$ cat src/rtl/core_inst_buffer.sv
// core_inst_buffer
// Two-wide instruction queue between fetch F2 and decode. Fetch packets of
// 0-2 instructions are compacted into a circular buffer; the oldest 0-2
// entries are presented to decode combinationally.
//
// Ports:
//   clk, rst_n     clock, synchronous active-low reset
//   flush_i        drop all buffered entries and this cycle's packet/pop
//   valid_i        per-slot valid of the fetch packet (slot k at {pc[31:3],k,2'b00})
//   inst_i         packet instructions, [0] = lower address
//   pc_i           packet PC, bits [31:3] used
//   attached_i     packet side info, copied into every written entry
//   stall_o        buffer cannot take a full two-wide packet
//   valid_o        thermometer valid of the oldest entries (00/01/11)
//   inst_o         oldest two instructions, [0] = oldest
//   pc_o           full PCs of the presented instructions
//   attached_o     side info of the presented instructions
//   pop_i          decode consumption (00/01/11)
//   count_o        current occupancy, 0..DEPTH
module core_inst_buffer #(
  parameter int ATTACHED_INFO_WIDTH = 32,
  parameter int DEPTH               = 8
) (
  input  logic                                clk,
  input  logic                                rst_n,
  input  logic                                flush_i,
  input  logic [1:0]                          valid_i,
  input  logic [1:0][31:0]                    inst_i,
  input  logic [31:0]                         pc_i,
  input  logic [ATTACHED_INFO_WIDTH-1:0]      attached_i,
  output logic                                stall_o,
  output logic [1:0]                          valid_o,
  output logic [1:0][31:0]                    inst_o,
  output logic [1:0][31:0]                    pc_o,
  output logic [1:0][ATTACHED_INFO_WIDTH-1:0] attached_o,
  input  logic [1:0]                          pop_i,
  output logic [$clog2(DEPTH):0]              count_o
);

  localparam int PW = $clog2(DEPTH);
  localparam int CW = PW + 1;

  if ((DEPTH < 4) || ((DEPTH & (DEPTH - 1)) != 0)) begin : g_depth_check
    $error("core_inst_buffer: DEPTH must be a power of two and at least 4");
  end

  // Entry storage; no reset needed, contents only matter once counted.
  logic [31:0]                    inst_mem [DEPTH];
  logic [29:0]                    pc_mem   [DEPTH];
  logic [ATTACHED_INFO_WIDTH-1:0] att_mem  [DEPTH];

  logic [PW-1:0] wr_ptr, rd_ptr;
  logic [CW-1:0] count;

  logic [PW-1:0] wr_ptr1, rd_ptr1;
  logic          push_ok;
  logic [CW-1:0] n_push, n_pop;
  logic          pop0, pop1;

  // Write-port selection after compaction.
  logic          w0_en, w1_en;
  logic [31:0]   w0_inst;
  logic [29:0]   w0_pc, w1_pc;

  logic [2:0]    unused_pc;
  assign unused_pc = pc_i[2:0];

  assign wr_ptr1 = wr_ptr + PW'(1);
  assign rd_ptr1 = rd_ptr + PW'(1);

  // Threshold from the registered count only, so pop_i never reaches stall_o.
  assign stall_o = (count >= CW'(DEPTH - 1));
  assign push_ok = !stall_o && !flush_i;

  always_comb begin
    w0_en   = 1'b0;
    w1_en   = 1'b0;
    w0_inst = inst_i[0];
    w0_pc   = {pc_i[31:3], 1'b0};
    w1_pc   = {pc_i[31:3], 1'b1};
    n_push  = '0;
    if (push_ok) begin
      n_push = CW'(valid_i[0]) + CW'(valid_i[1]);
      w0_en  = |valid_i;
      w1_en  = &valid_i;
      // A lone slot-1 instruction lands at wr_ptr, keeping its own PC.
      if (valid_i == 2'b10) begin
        w0_inst = inst_i[1];
        w0_pc   = {pc_i[31:3], 1'b1};
      end
    end
  end

  always_ff @(posedge clk) begin
    if (w0_en) begin
      inst_mem[wr_ptr] <= w0_inst;
      pc_mem[wr_ptr]   <= w0_pc;
      att_mem[wr_ptr]  <= attached_i;
    end
    if (w1_en) begin
      inst_mem[wr_ptr1] <= inst_i[1];
      pc_mem[wr_ptr1]   <= w1_pc;
      att_mem[wr_ptr1]  <= attached_i;
    end
  end

  assign valid_o[0] = (count >= CW'(1));
  assign valid_o[1] = (count >= CW'(2));

  assign inst_o[0]     = inst_mem[rd_ptr];
  assign inst_o[1]     = inst_mem[rd_ptr1];
  assign pc_o[0]       = {pc_mem[rd_ptr], 2'b00};
  assign pc_o[1]       = {pc_mem[rd_ptr1], 2'b00};
  assign attached_o[0] = att_mem[rd_ptr];
  assign attached_o[1] = att_mem[rd_ptr1];

  // Slot 1 may only be consumed together with slot 0.
  assign pop0  = pop_i[0] && valid_o[0] && !flush_i;
  assign pop1  = pop_i[1] && pop0 && valid_o[1];
  assign n_pop = CW'(pop0) + CW'(pop1);

  always_ff @(posedge clk) begin
    if (!rst_n) begin
      wr_ptr <= '0;
      rd_ptr <= '0;
      count  <= '0;
    end else if (flush_i) begin
      wr_ptr <= '0;
      rd_ptr <= '0;
      count  <= '0;
    end else begin
      wr_ptr <= wr_ptr + n_push[PW-1:0];
      rd_ptr <= rd_ptr + n_pop[PW-1:0];
      count  <= count + n_push - n_pop;
    end
  end

  assign count_o = count;

  always_ff @(posedge clk) begin
    if (rst_n && !flush_i) begin
      assert (!(stall_o && (valid_i != 2'b00)))
        else $error("core_inst_buffer: packet presented while stalled");
    end
    if (rst_n) begin
      assert (count <= CW'(DEPTH))
        else $error("core_inst_buffer: occupancy exceeds DEPTH");
    end
  end

endmodule

$ cat config.mk
export PLATFORM = sky130hd
export DESIGN_NAME = core_inst_buffer
export DESIGN_NICKNAME = d
export VERILOG_FILES = /design/src/rtl/core_inst_buffer.sv
export SDC_FILE = /design/constraint.sdc
export NUM_CORES = 2
export LEC_CHECK = 0
export ABC_AREA = 1
export ABC_CLOCK_PERIOD_IN_PS = 21700
export CAP_MARGIN = 25
export CORE_MARGIN = 8
export CORE_UTILIZATION = 55
export DETAILED_ROUTE_END_ITERATION = 6
export PLACE_DENSITY = 0.77
export SYNTH_ARGS = -nofsm -noshare
export SYNTH_HDL_FRONTEND = slang
export SYNTH_SLANG_ARGS = --single-unit
$ cat constraint.sdc
create_clock -name clk -period 21.7 [get_ports clk]
set_input_delay 2.17 -clock clk [delete_from_list [all_inputs] [get_ports clk]]
set_output_delay 2.17 -clock clk [all_outputs]
set_load 0.02 [all_outputs]
# After elaboration in Yosys (flattened, before gate mapping)
# Memory sizes are Yosys's and may differ from the RTL's. A register that Yosys moved wholly into a read port is not among the register bits.
# Cells that the tools add are included.
[word_totals] ramBits=752 elab_cells=43 ff_bits=10 mem_count=3
[memory_table] memory="att_mem" words=8 word_bits=32 read_ports=2 rd_clocked_by_memory_dff=1 wr=2 line_no="50" rtl="logic [ATTACHED_INFO_WIDTH-1:0] att_mem [DEPTH];"
[memory_table] memory="inst_mem" words=8 word_bits=32 read_ports=2 rd_clocked_by_memory_dff=1 wr=2 line_no="48" rtl="logic [31:0] inst_mem [DEPTH];"
[memory_table] memory="pc_mem" words=8 word_bits=30 read_ports=2 rd_clocked_by_memory_dff=1 wr=2 line_no="49" rtl="logic [29:0] pc_mem [DEPTH];"
[classes] magnitude_cmp=3 add_sub_neg=8 eq_ne=1 n_mux=14 n_reduce_logical=10 bitwise_logic=1
[op_table] cell="$mux W32" count=2
[op_table] cell="$mux W3" count=3
[op_table] cell="$mux W1" count=8
[op_table] cell="$add A3 B1 Y3 const B" count=2
[op_table] cell="$logic_and A1 B1 Y1" count=5
[op_table] cell="$add A1 B1 Y2" count=2
[op_table] cell="$add A4 B4 Y4" count=1
[op_table] cell="$ge A4 B1 Y1 const B" count=1
[op_table] cell="$ge A4 B2 Y1 const B" count=1
[op_table] cell="$ge A4 B3 Y1 const B" count=1
[op_table] cell="$reduce_or A2 Y1" count=2
[op_table] cell="$sub A4 B2 Y4" count=1
[op_table] cell="$add A3 B2 Y3" count=1
[op_table] cell="$add A3 B3 Y3" count=1
[op_table] cell="$eq A2 B2 Y1 const B" count=1
[op_table] cell="$logic_not A1 Y1" count=2
[op_table] cell="$mux W2" count=1
[op_table] cell="$reduce_and A2 Y1" count=1
[op_table] cell="$not A1 Y1" count=1

# Logic depth before layout (Yosys ltp)
[depth] depth_word=8 mapped_depth=15 depth_no_buf=15

# Worst setup path after synthesis
# No wires, ideal clock.
[synth_timing] path_kind="input to register" start="input valid_i[0]" end="memory att_mem[3][0] (enable)" slack_ps=11652 arrival_ps=9375 path_buffers=1 path_stages=6 cell_sequence="inv_1 -> ha_1 -> inv_1 -> nand4_1 -> clkbuf_1 -> o21ai_0"
[synth_rtl] item="start, declared" line_no="27" rtl="input logic [1:0] valid_i,"
[synth_rtl] item="end, declared" line_no="50"

==> flow_metrics.py <==
metrics = {
    "floorplan": {
        "start_util_pct": 55.4,
        "chipHeight_um": 300,
        "die_w_um": 300,
        "core_um2": 80200,
        "pin_count": 334,
        "rows": 104,
        "die-area_um2": 90000,
    },
    "global_route": {
        "grt_pass1_vias": 38100,
        "grt_max_degree": 296,
        "grt_pass1_wl_um": 216000,
        "grt.total_usage_pct": 30.7,
        "globalRouteOverflowTotal": 0,
        "antenna_found_initial": 8,
    },
    "setup_path": {
        "crit_arrival_ps": 5030,
        "startpoint": "rd_ptr[0]",
        "path_max_fanout": 56,
        "start_kind": "register",
        "crit_type": "register to output port",
        "critPathCaptureType": "output port",
        "required_ps": 19530,
        "r2r-start": "count_o[3]",
    },
    "route": {
        "firstDrtPassIters": 6,
        "wire_per_inst_um": 21.2,
        "vias": 40500,
        "ant_nets": 0,
        "avgViaCountPerCell": 5.96,
        "routed_wl_um": 144000,
        "route.detailed.drc": 0,
        "drt_iter0_drc": 5094,
    },
    "cts": {
        "root_buffer": "clkbuf_16",
        "cts_resized": 0,
        "cts_tree": "built",
        "htree_num_levels": 3,
        "cts_setup_buffers": 0,
        "clock_path_buffers": 3,
        "cts_hold_buffers": 0,
        "cts.sinks": 762,
        "cts_inserted_buffers": 83,
        "path_clk_slew_ps": 60,
        "clock_latency_ps": 630,
    },
    "hold_path": {
        "hp-class": "register to register",
        "hp-start": "pc_mem[3][0]",
    },
    "cells_and_area": {
        "drive_above_1_share_pct": 3.98,
        "area.growth.synth_to_final_pct": 13.4,
        "finalNetCount": 5819,
        "fin_util_pct": 62.8,
        "fillers": 6708,
    },
    "placement": {
        "place.gp.congestion": 0.818,
        "dp_slack_ps": 15060,
        "io_buffers": 326,
        "hpwlAfterDp_um": 75900,
    },
    "job": {
        "max_cap_viol_count": 0,
    },
    "synth": {
        "synth.avg_cell_area_um2": 7.87,
        "ys.flop_type": "edfxtp_1",
        "ys_warn_count": 0,
        "syn_area_um2": 44400,
        "synth-edff-count": 744,
        "syn_inst": 5638,
        "synth_area_leader_cell": "edfxtp_1",
        "async_flop_share_pct": 0,
        "netlist.area_leader.share_pct": 50.3,
        "synth_most_common_cell": "nand2_1",
        "ys_top_cells_by_count": "nand2_1, edfxtp_1, o21ai_0",
        "ys_top_cells_by_area": "edfxtp_1, nand2_1, o21ai_0",
        "ys_seq_elements": 762,
        "ys_types": 32,
        "ys_seq_area_share_pct": 51.1,
    },
    "sta": {
        "tightest_slew_ps": 1180,
        "maxSlewHeadroom_pct": 21.5,
        "fin_skew_ps": 20.0,
        "finalSetupViolations": 0,
        "hold_viol": 0,
        "final.setup.tns_ps": 0,
        "fmax_mhz": 139,
        "finalWorstSetupSlack_ps": 14500,
        "final_max_slew_viol_count": 0,
        "rsz0062_at_grt": "no",
        "period_minus_slack_ps": 7200,
        "finalCritPeriodShare_pct": 33.2,
    },
    "power": {
        "p_leak_uw": 0.0205,
        "ir_drop_mv": 0.0637,
        "powerDensity_nw_per_um2": 72.9,
    },
    "outcome": {
        "run_status": "finished, final reports clean",
    },
}
through the flow:
step	total power [uW]	std cells	hold WS [ps]	cell area, um2
floorplan	2090	5641	461	44400
global placement	2320	6632	481	47500
detailed placement	2340	6636	491	47600
CTS	3670	6787	498	50200
global route	3800	6796	530	50300
finish	3670	6798	503	50300
routing by layer:
metal / part of all wire, % / GRT usage [%]
met1: 36 / 38.6
met2: 46 / 49.7
met3: 13 / 6.50
met4: 4.8 / 16.0
met5: 0.019 / 0
sequential cells by signal, indices dropped and copies added, names as in the netlist:
register / flops
count_o: 4
wr_ptr: 3
att_mem: 256
inst_mem: 256
rd_ptr: 3
pc_mem: 240
worst paths after layout:
check / endpoint / slack, ps / cells past startpoint
min: pc_mem[3][0] / 500 / 2
max: pc_o[63] / 14500 / 9
max reg2reg: att_mem[4][2] / 17290 / 10
min reg2reg: pc_mem[3][0] / 500 / 2
critical path, cell delays in order, from the launching register on:
cell             delay (ps)
dfxtp_4                 720
ha_4                    700
buf_4                   730
buf_4                   610
buf_12                  320
o211ai_1                150
nand2_1                  80
inv_1                    40
o21ai_1                 220
clkdlybuf4s50_1         700
power by group:
| group | internal, uW | switching [uW] |
|---|---|---|
| Sequential | 1670 | 19.3 |
| Combinational | 214 | 413 |
| Clock | 772 | 581 |
| Total | 2660 | 1010 |
cells by family (layout without fill, tap and decap cells):
family	after synthesis	count (layout)	share of synthesized area [%]
XOR/XNOR	4	4	0.0959
AO/OA/AOI/OAI	1320	1320	16.5
flip-flops	762	762	51.1
buffers and inverters	1032	1123	9.62
adder cells (fa/ha/maj)	18	18	0.575
AND/OR/NAND/NOR	2501	2501	22.1
other	1	10	0.00845
cell type report:
cell class | instances | area (um2) | area share (%)
timing repair buffer | 394 | 3980 | 7.90
clock inverter | 51 | 414 | 0.823
antenna | 6 | 15.0 | 0.0298
multi-input combinational | 3847 | 17500 | 34.8
inverter | 578 | 2200 | 4.36
sequential | 762 | 22700 | 45.1
clock buffer | 100 | 2160 | 4.29
tap | 1060 | 1330 | 2.63
cells in the final DEF, fill, tap and decap left out, types with 5 or more instances in the layout:
cell	Yosys	layout
nand2_1	1824	1822
edfxtp_1	744	744
o21ai_0	595	593
inv_1	569	563
nor2_1	385	381
clkdlybuf4s50_1	0	326
nand3_1	268	268
o211ai_1	220	220
a21oi_1	191	191
o21ai_1	189	189
o22ai_1	124	124
clkbuf_16	0	84
buf_4	27	56
clkinv_1	1	20
clkbuf_1	229	16
dfxtp_1	18	15
clkinv_2	0	14
ha_1	14	12
nor2_4	2	10
inv_2	8	7
buf_16	0	7
diode_2	0	6
inv_4	0	6
inv_6	0	5
bufinv_16	0	5
buf_12	0	5
Note: power is estimated with default switching activity, not from simulation.
